File: src/rtl/quick_spi_slave.sv
// SPI responder: one DATA_WIDTH-bit frame per ss_n assertion, oversampled in the clk domain.
// Captures MOSI into rx_data and shifts a preloaded tx word out on MISO.
module quick_spi_slave #(
  parameter int   DATA_WIDTH      = 16,
  parameter int   BITS_ORDER      = 1,
  parameter int   CPOL            = 0,
  parameter int   CPHA            = 0,
  parameter logic MISO_IDLE_VALUE = 1'b0,
  parameter int   SYNC_STAGES     = 2
) (
  input  logic                  clk,
  input  logic                  reset,
  input  logic                  enable,
  input  logic                  sclk,
  input  logic                  mosi,
  input  logic                  ss_n,
  output logic                  miso,
  input  logic [DATA_WIDTH-1:0] tx_data,
  input  logic                  tx_valid,
  output logic                  tx_ready,
  output logic [DATA_WIDTH-1:0] rx_data,
  output logic                  rx_valid,
  output logic                  tx_underrun,
  output logic                  frame_error
);

  localparam int   CNT_W    = $clog2(DATA_WIDTH + 1);
  localparam int   FIRST    = (BITS_ORDER != 0) ? DATA_WIDTH - 1 : 0;
  localparam logic IDLE_CLK = (CPOL != 0);
  localparam logic [CNT_W-1:0] LAST_BIT = CNT_W'(DATA_WIDTH - 1);

  typedef enum logic [1:0] {IDLE, ACTIVE, DONE} state_t;

  state_t                 state;
  logic [SYNC_STAGES-1:0] sclk_sync, mosi_sync, ss_sync, warm;
  logic                   sclk_prev, ss_prev;
  logic [DATA_WIDTH-1:0]  tx_buf, shift_tx, rx_shift;
  logic                   tx_full;
  logic [CNT_W-1:0]       bit_cnt;

  logic sclk_s, mosi_s, ss_s;
  logic leading, trailing, sample_edge, shift_edge, ss_fall;
  logic [DATA_WIDTH-1:0] load_word, rx_next;

  function automatic logic [DATA_WIDTH-1:0] shift_out(input logic [DATA_WIDTH-1:0] x);
    if (BITS_ORDER != 0) return {x[DATA_WIDTH-2:0], 1'b0};
    else                 return {1'b0, x[DATA_WIDTH-1:1]};
  endfunction

  assign sclk_s      = sclk_sync[SYNC_STAGES-1];
  assign mosi_s      = mosi_sync[SYNC_STAGES-1];
  assign ss_s        = ss_sync[SYNC_STAGES-1];
  assign leading     = (sclk_s != sclk_prev) && (sclk_prev == IDLE_CLK);
  assign trailing    = (sclk_s != sclk_prev) && (sclk_prev != IDLE_CLK);
  assign sample_edge = (CPHA == 0) ? leading : trailing;
  assign shift_edge  = (CPHA == 0) ? trailing : leading;
  assign ss_fall     = ss_prev && !ss_s;
  assign load_word   = tx_full ? tx_buf : '0;
  assign rx_next     = (BITS_ORDER != 0) ? {rx_shift[DATA_WIDTH-2:0], mosi_s}
                                         : {mosi_s, rx_shift[DATA_WIDTH-1:1]};
  assign tx_ready    = !tx_full;

  always_ff @(posedge clk) begin
    if (reset) begin
      sclk_sync <= {SYNC_STAGES{IDLE_CLK}};
      mosi_sync <= '0;
      ss_sync   <= '1;
      warm      <= '0;
    end else begin
      sclk_sync <= {sclk_sync[SYNC_STAGES-2:0], sclk};
      mosi_sync <= {mosi_sync[SYNC_STAGES-2:0], mosi};
      ss_sync   <= {ss_sync[SYNC_STAGES-2:0], ss_n};
      warm      <= {warm[SYNC_STAGES-2:0], 1'b1};
    end
  end

  always_ff @(posedge clk) begin
    if (reset) begin
      state       <= IDLE;
      sclk_prev   <= IDLE_CLK;
      ss_prev     <= 1'b0;
      miso        <= MISO_IDLE_VALUE;
      tx_buf      <= '0;
      tx_full     <= 1'b0;
      shift_tx    <= '0;
      rx_shift    <= '0;
      rx_data     <= '0;
      rx_valid    <= 1'b0;
      tx_underrun <= 1'b0;
      frame_error <= 1'b0;
      bit_cnt     <= '0;
    end else begin
      sclk_prev   <= sclk_s;
      // A falling ss_n only counts once a genuinely sampled high has been seen,
      // so a select held low through reset cannot start a frame.
      ss_prev     <= warm[SYNC_STAGES-1] && ss_s;
      rx_valid    <= 1'b0;
      tx_underrun <= 1'b0;
      frame_error <= 1'b0;
      if (tx_valid && !tx_full) begin
        tx_buf  <= tx_data;
        tx_full <= 1'b1;
      end
      case (state)
        IDLE: begin
          miso <= MISO_IDLE_VALUE;
          if (ss_fall && enable) begin
            state    <= ACTIVE;
            bit_cnt  <= '0;
            rx_shift <= '0;
            if (!tx_full) tx_underrun <= 1'b1;
            if (CPHA == 0) begin
              miso     <= load_word[FIRST];
              shift_tx <= shift_out(load_word);
            end else begin
              shift_tx <= load_word;
            end
          end
        end
        ACTIVE: begin
          if (ss_s) begin
            state       <= IDLE;
            frame_error <= 1'b1;
            miso        <= MISO_IDLE_VALUE;
            bit_cnt     <= '0;
          end else begin
            if (shift_edge) begin
              miso     <= shift_tx[FIRST];
              shift_tx <= shift_out(shift_tx);
            end
            if (sample_edge) begin
              rx_shift <= rx_next;
              bit_cnt  <= bit_cnt + CNT_W'(1);
              if (bit_cnt == LAST_BIT) begin
                rx_data  <= rx_next;
                rx_valid <= 1'b1;
                tx_full  <= 1'b0;
                miso     <= MISO_IDLE_VALUE;
                state    <= DONE;
              end
            end
          end
        end
        DONE: begin
          miso    <= MISO_IDLE_VALUE;
          bit_cnt <= '0;
          if (ss_s) state <= IDLE;
        end
        default: state <= IDLE;
      endcase
    end
  end

endmodule

File: config.mk
export PLATFORM = sky130hd
export DESIGN_NAME = quick_spi_slave
export DESIGN_NICKNAME = d
export VERILOG_FILES = /design/src/rtl/quick_spi_slave.sv
export SDC_FILE = /design/constraint.sdc
export NUM_CORES = 1
export LEC_CHECK = 0
export CORE_ASPECT_RATIO = 1.2
export CORE_UTILIZATION = 40
export DETAILED_ROUTE_END_ITERATION = 10
export GPL_TIMING_DRIVEN = 0
export PLACE_DENSITY_LB_ADDON = 0.05
export SLEW_MARGIN = 20
export SYNTH_ARGS = -nofsm -noshare
export SYNTH_HDL_FRONTEND = slang
export SYNTH_SLANG_ARGS = --single-unit
File: constraint.sdc
create_clock -name clk -period 2.95 [get_ports clk]
set_input_delay 0.59 -clock clk [delete_from_list [all_inputs] [get_ports clk]]
set_output_delay 0.59 -clock clk [all_outputs]
set_load 0.01 [all_outputs]
======== After elaboration in Yosys (flattened, before gate mapping) ========
Index checks and enable logic that the tools add are counted.
operators by class
  $add $sub $neg .......................... 1
  eq/ne operators ......................... 11
  multiplexer cells ....................... 34
  bitwise gates (word level) .............. 6
  reduce and logical (&&, ||, !) cells .... 19
operators with widths
  cell                 number
  $mux 16              4
  $mux 15              3
  $pmux 16 s2          1
  $pmux 15 s2          1
  $reduce_and 4->1     4
  $mux 5               3
  $pmux 5 s3           1
  $mux 1               14
  $mux 2               5
  $ne 2x2->1 const B   5
  $logic_and 1x1->1    6
  $ne 3x3->1 const B   2
  $not 1->1            6
  $pmux 2 s3           1
  $add 5x1->5 const B  1
  $eq 5x4->1 const B   1
  $reduce_or 4->1      1
  $pmux 1 s3           1
  $reduce_and 3->1     1
  $reduce_bool 3->1    1
  $reduce_or 3->1      1
  $eq 2x1->1 const B   1
  $eq 2x2->1 const B   1
  $logic_not 1->1      2
  4 further kinds      4
word-level totals
  bits in registers ....................... 85
  input port bits ......................... 23
  output and inout bits ................... 21
  word-level logic and storage cells ...... 89

======== Longest topological paths before layout ========
  depth in word-level cells ............... 7
  mapped depth ............................ 9

======== Least setup slack after synthesis ========
No wires, ideal clock.
  path type ............................... register to register
  start ................................... reg state[0]
  end ..................................... reg rx_shift[10]
  library setup time ...................... 0.134 ns
  arrival ................................. 1.636 ns
  data required time ...................... 2.816 ns
  path slack .............................. 1.181 ns
  stages on the path, launching flop included .. 9
  buffers on the path ..................... 2
  clock period less this slack ............ 1.769 ns
  cells stage by stage .................... dfxtp_1 > inv_1 > ha_1 > buf_2 > nand2b_1 > o21ai_0 > a21boi_2 > buf_2 > o22ai_1
on the way
  longest elaborated chain between the ends .. 3
  elaborated cells between the ends (all ways) .. 8
  classes of those cells .................. eq/ne: 4; mux: 1; reduce/logical: 3
RTL lines
  item                                                                     RTL line  RTL
  start, declared                                                          34        state_t state;
  start signal, assigned                                                   79        state <= IDLE;
  start signal, assigned                                                   108       state <= ACTIVE;
  start signal, assigned                                                   122       state <= IDLE;
  $eq 2x1->1 / $logic_not 2->1 (equally long branches)                     104       case (state)
  $ne 2x2->1 (no source line) / $reduce_bool 2->1 (equally long branches)  --
  $reduce_and 4->1 (no source line)                                        --
  end signal, assigned                                                     132       rx_shift <= rx_next;
  end, declared                                                            37        logic [DATA_WIDTH-1:0] tx_buf, shift_tx, rx_shift;
Parallel ways exist; a longest one is shown, timed or not.
A chain may end at the register's enable or synchronous reset.

======== Final worst setup path ========
  start ................................... reg tx_full
  end ..................................... out tx_ready
on the way
  longest elaborated chain between the ends .. 1
RTL lines
  item                    RTL line  RTL
  start, declared         38        logic tx_full;
  start signal, assigned  84        tx_full <= 1'b0;
  start signal, assigned  102       tx_full <= 1'b1;
  start signal, assigned  137       tx_full <= 1'b0;
  $logic_not 1->1         --
  end, declared           20        output logic tx_ready,
No other way between the ends.

==> flow_results.org <==
** Run status
- The flow ran to the end, but the final reports show violations.
- The checks that failed: design-rule violations.

** Clock tree
- Number of buffers on the longest clock path :: 2
- Post-CTS repair changed the size of 0 cells.
- TritonCTS created 9 clock buffers.
- The clock reaches the later pin of the worst-skew pair after 350 ps.
- CTS H-tree depth :: 3
- Clock-pin slew was measured on the worst setup and hold paths at 80 ps.
- In this run the post-CTS setup repair buffer count came out at 0.
- CTS tree :: built
- Buffers inserted to repair hold after CTS numbered 0.
- Clk sinks :: 84
- Clk Tree Root Cell :: clkbuf_8

** Synthesis
- Syn_nets :: 421
- In this run, synthesis inferred 0 flip-flops with an integrated enable.
- Commonest cells post-synth :: nand2_1, dfxtp_1, a21oi_1
- Summing every instance area after synthesis gives 0.00328 mm2.
- In the post-synthesis netlist, the biggest area contributors are dfxtp_1, nand2_1, a21oi_1.
- Area share of the largest cell type after synthesis :: 51.3%
- Cells after synthesis :: 392
- In the synthesized netlist the async set-or-reset flop fraction comes to 0%.
- Counting flops and latches in the post-synthesis netlist gives 84.
- Number of library cell types mapped by synthesis :: 45
- Synthesized area divided by synthesized cell count :: 8.36 um2
- Count of yosys warnings during synthesis :: 0
- Among all flip-flop cells after synthesis, the most frequent one is dfxtp_1.
- Portion of the post-synthesis area used by sequential elements :: 51.3%
- Most common cell in the synthesized netlist :: nand2_1
- Of all cell types, the one taking the most synthesized area is dfxtp_1.

** Power and ir drop
- The internal power of the cells totals 1.65 mW.
- IR analysis of the VDD net gives a maximum drop of 0.000245 V.
- The share of total power dissipated in sequential elements is 53.5%.
- Net switching is 24.6% of the power.
- Clock network power share :: 38.8%
- Gate power share :: 7.7%
- For this design the total switching power over the nets is 0.539 mW.
- PwrDens :: 543 mW/mm2
- For this design the static power due to leakage is 1.42 nW.

** Critical path
- CP bufs+invs :: 3
- For this run, the slowest stage of the critical path takes 520 ps.
- STA classifies the critical path startpoint as a register.
- Category of cells accounting for the largest share of critical-path delay :: buffers and inverters
- For the worst setup path, the data arrival time is 1690 ps.
- The worst setup path is of the register to primary output kind.
- Along the worst path, the maximum fanout reaches 10.
- The worst setup path is captured at a primary output.
- Critical path cell sequence :: clkbuf_1 -> inv_1 -> clkdlybuf4s50_1
- On the critical path, the stage with the largest delay is an instance of clkdlybuf4s50_1.
- Data required time at the worst endpoint :: 2360 ps

** Worst hold path
- Kind of path behind the tightest hold check :: register to register

** Timing
- Headroom to the max-slew limit came out at 63.2%.
- The total count of max-transition violations in the final report is 0.
- Finish-stage setup viols :: 0
- Subtracting the final worst setup slack from the clock period gives 2280 ps.
- Adding up every negative setup slack in the final design gives 0 ps.
- Endpoints failing hold :: 0
- Share of the clock period used by the worst path after layout :: 77.2%
- Derived from the worst setup path, the maximum achievable clock frequency is 0.439 GHz.
- Setup repair after global routing left no endpoint under its margin.
- Worst-case clock skew :: 10.3 ps
- At the pin with the least slew margin, the transition time is 552 ps.
- The tightest hold path in the finished design has a slack of 412 ps.

** Job
- The tool flagged a number of max-cap violations equal to 0.

** Floorplan
- Die area :: 0.00856 mm2
- Initial Utilization :: 42.1%
- The die is 101 um tall.
- Pin placement for this block handled 44 I/O pins.
- In this run the standard cell core region covers 0.00779 mm2.
- Floorplan row count :: 35
- Die width :: 84.6 um

** Cells and area
- Relative to the synthesized area, the layout overhead comes to 22.7%.
- After the flow finishes, the layout carries non-filler instances totaling 542.
- Total inserted antenna cells :: 0
- Final Net Count :: 474
- Of the cells placed in the final design, the portion with a size suffix greater than 1 is 9.11%.

** Detailed routing
- The routed design has 7560 um of wire.
- The first routing iteration left 77 violations.
- In the routed design, unresolved DRC markers number 2.
- ANT nets after route :: 0
- Across all layers, the routed design uses 2748 vias.
- Vias/cell :: 5.07
- After detailed routing, the average wire length per cell comes to 13.9 um.
- The pre-antenna-repair detailed-routing pass consisted of 9 iterations.

** Placed design
- Post-placement cell count :: 526
- Buffers placed on the I/O ports in this run total 42.
- Placer congestion estimate :: 0.744
- Summed over all nets, the half-perimeter wirelength after detailed placement is 5450 um.

** GRT
- For this run the aggregate overflow at the end of global routing stands at 0.
- Overall routing resource usage :: 19.0%
- Antenna violations before repair :: 0
- The first global-routing pass estimated 12800 um of wire.
- The via count of the first global-routing pass came to 2570.
- Largest net degree at the start of global routing :: 16
-- registers in the layout, summed over array words and instances, names as in the netlist --
register and count:
rx_data 16, tx_buf 16, rx_shift 15, shift_tx 15
bit_cnt 5, mosi_sync 2, sclk_sync 2, ss_sync 2
state 2, warm 2, frame_error 1, miso 1
rx_valid 1, sclk_prev 1, ss_prev 1, tx_full 1
tx_underrun 1
-- power by group through the flow --
stage / sequential (mW) / clock, mW / combinational [mW]
2_1_floorplan: 1.19 / 0 / 0.103
3_3_place_gp: 1.20 / 0 / 0.169
3_5_place_dp: 1.20 / 0 / 0.171
4_1_cts: 1.17 / 0.871 / 0.171
5_1_grt: 1.17 / 0.926 / 0.192
6_report: 1.17 / 0.849 / 0.168
-- worst paths after layout --
path	start	end	slack (ps)	cells after the start
worst max register to register	state[0]	rx_shift[10]	820	8
worst max-delay path	tx_full	tx_ready	670	3
worst min-delay path	ss_sync[0]	ss_sync[1]	410	1
worst min register to register	ss_sync[0]	ss_sync[1]	410	1
-- routing by layer --
layer / track usage [%] / wire [um] / vias up
met5: 0 / 0 / -
met4: 6.65 / 91 / 0
met3: 3.02 / 191 / 7
met2: 31.6 / 3590 / 32
met1: 25.2 / 3690 / 1265
li1: - / - / 1444
-- kinds of logic (layout without fill, tap and decap cells) --
family	count (synthesis)	count (layout)	share of synthesized area, %
fa+ha+maj	6	6	2.29
buf+inv	36	94	4.85
simple gates	166	166	22.8
flops	84	84	51.3
mux	1	1	0.305
compound gates	99	99	18.4
-- through the flow --
stage	area (um2)	utilization, %	worst slack [ps]	power [mW]
4_1_cts	4020	51.6	660	2.21
2_1_floorplan	3280	-	1180	1.30
5_1_grt	4020	51.6	529	2.29
3_5_place_dp	3810	48.9	501	1.37
3_3_place_gp	3810	48.9	500	1.36
6_report	4020	51.6	673	2.19
-- placed cells by master, fill, tap and decap left out, drive strengths merged, types with 2 or more instances in the layout --
cell	synthesis	routed
nand3b	2	2
and3	3	3
nor2b	8	8
nor3	2	2
nand2b	6	6
o32ai	2	2
inv	7	8
a211oi	14	14
nor2	34	34
o32a	2	2
nand2	96	96
clkdlybuf4s50	0	42
o22ai	13	13
dfxtp	84	84
and2b	2	2
clkbuf	14	24
or2	2	2
ha	6	6
clkinv	1	4
o21ai	4	4
nand4b	2	2
a21oi	55	55
buf	14	14
a221oi	3	3
nand3	3	3
-- cell type report --
class / count / area (um2)
tap: 92 / 115
clock inverter: 6 / 72.6
inverter: 8 / 30.0
buffer: 28 / 129
timing repair buffer: 42 / 420
sequential: 84 / 1680
multi-input combinational: 272 / 1440
clock buffer: 10 / 138
fill: 773 / 3770
(Power assumes the default switching activity.)
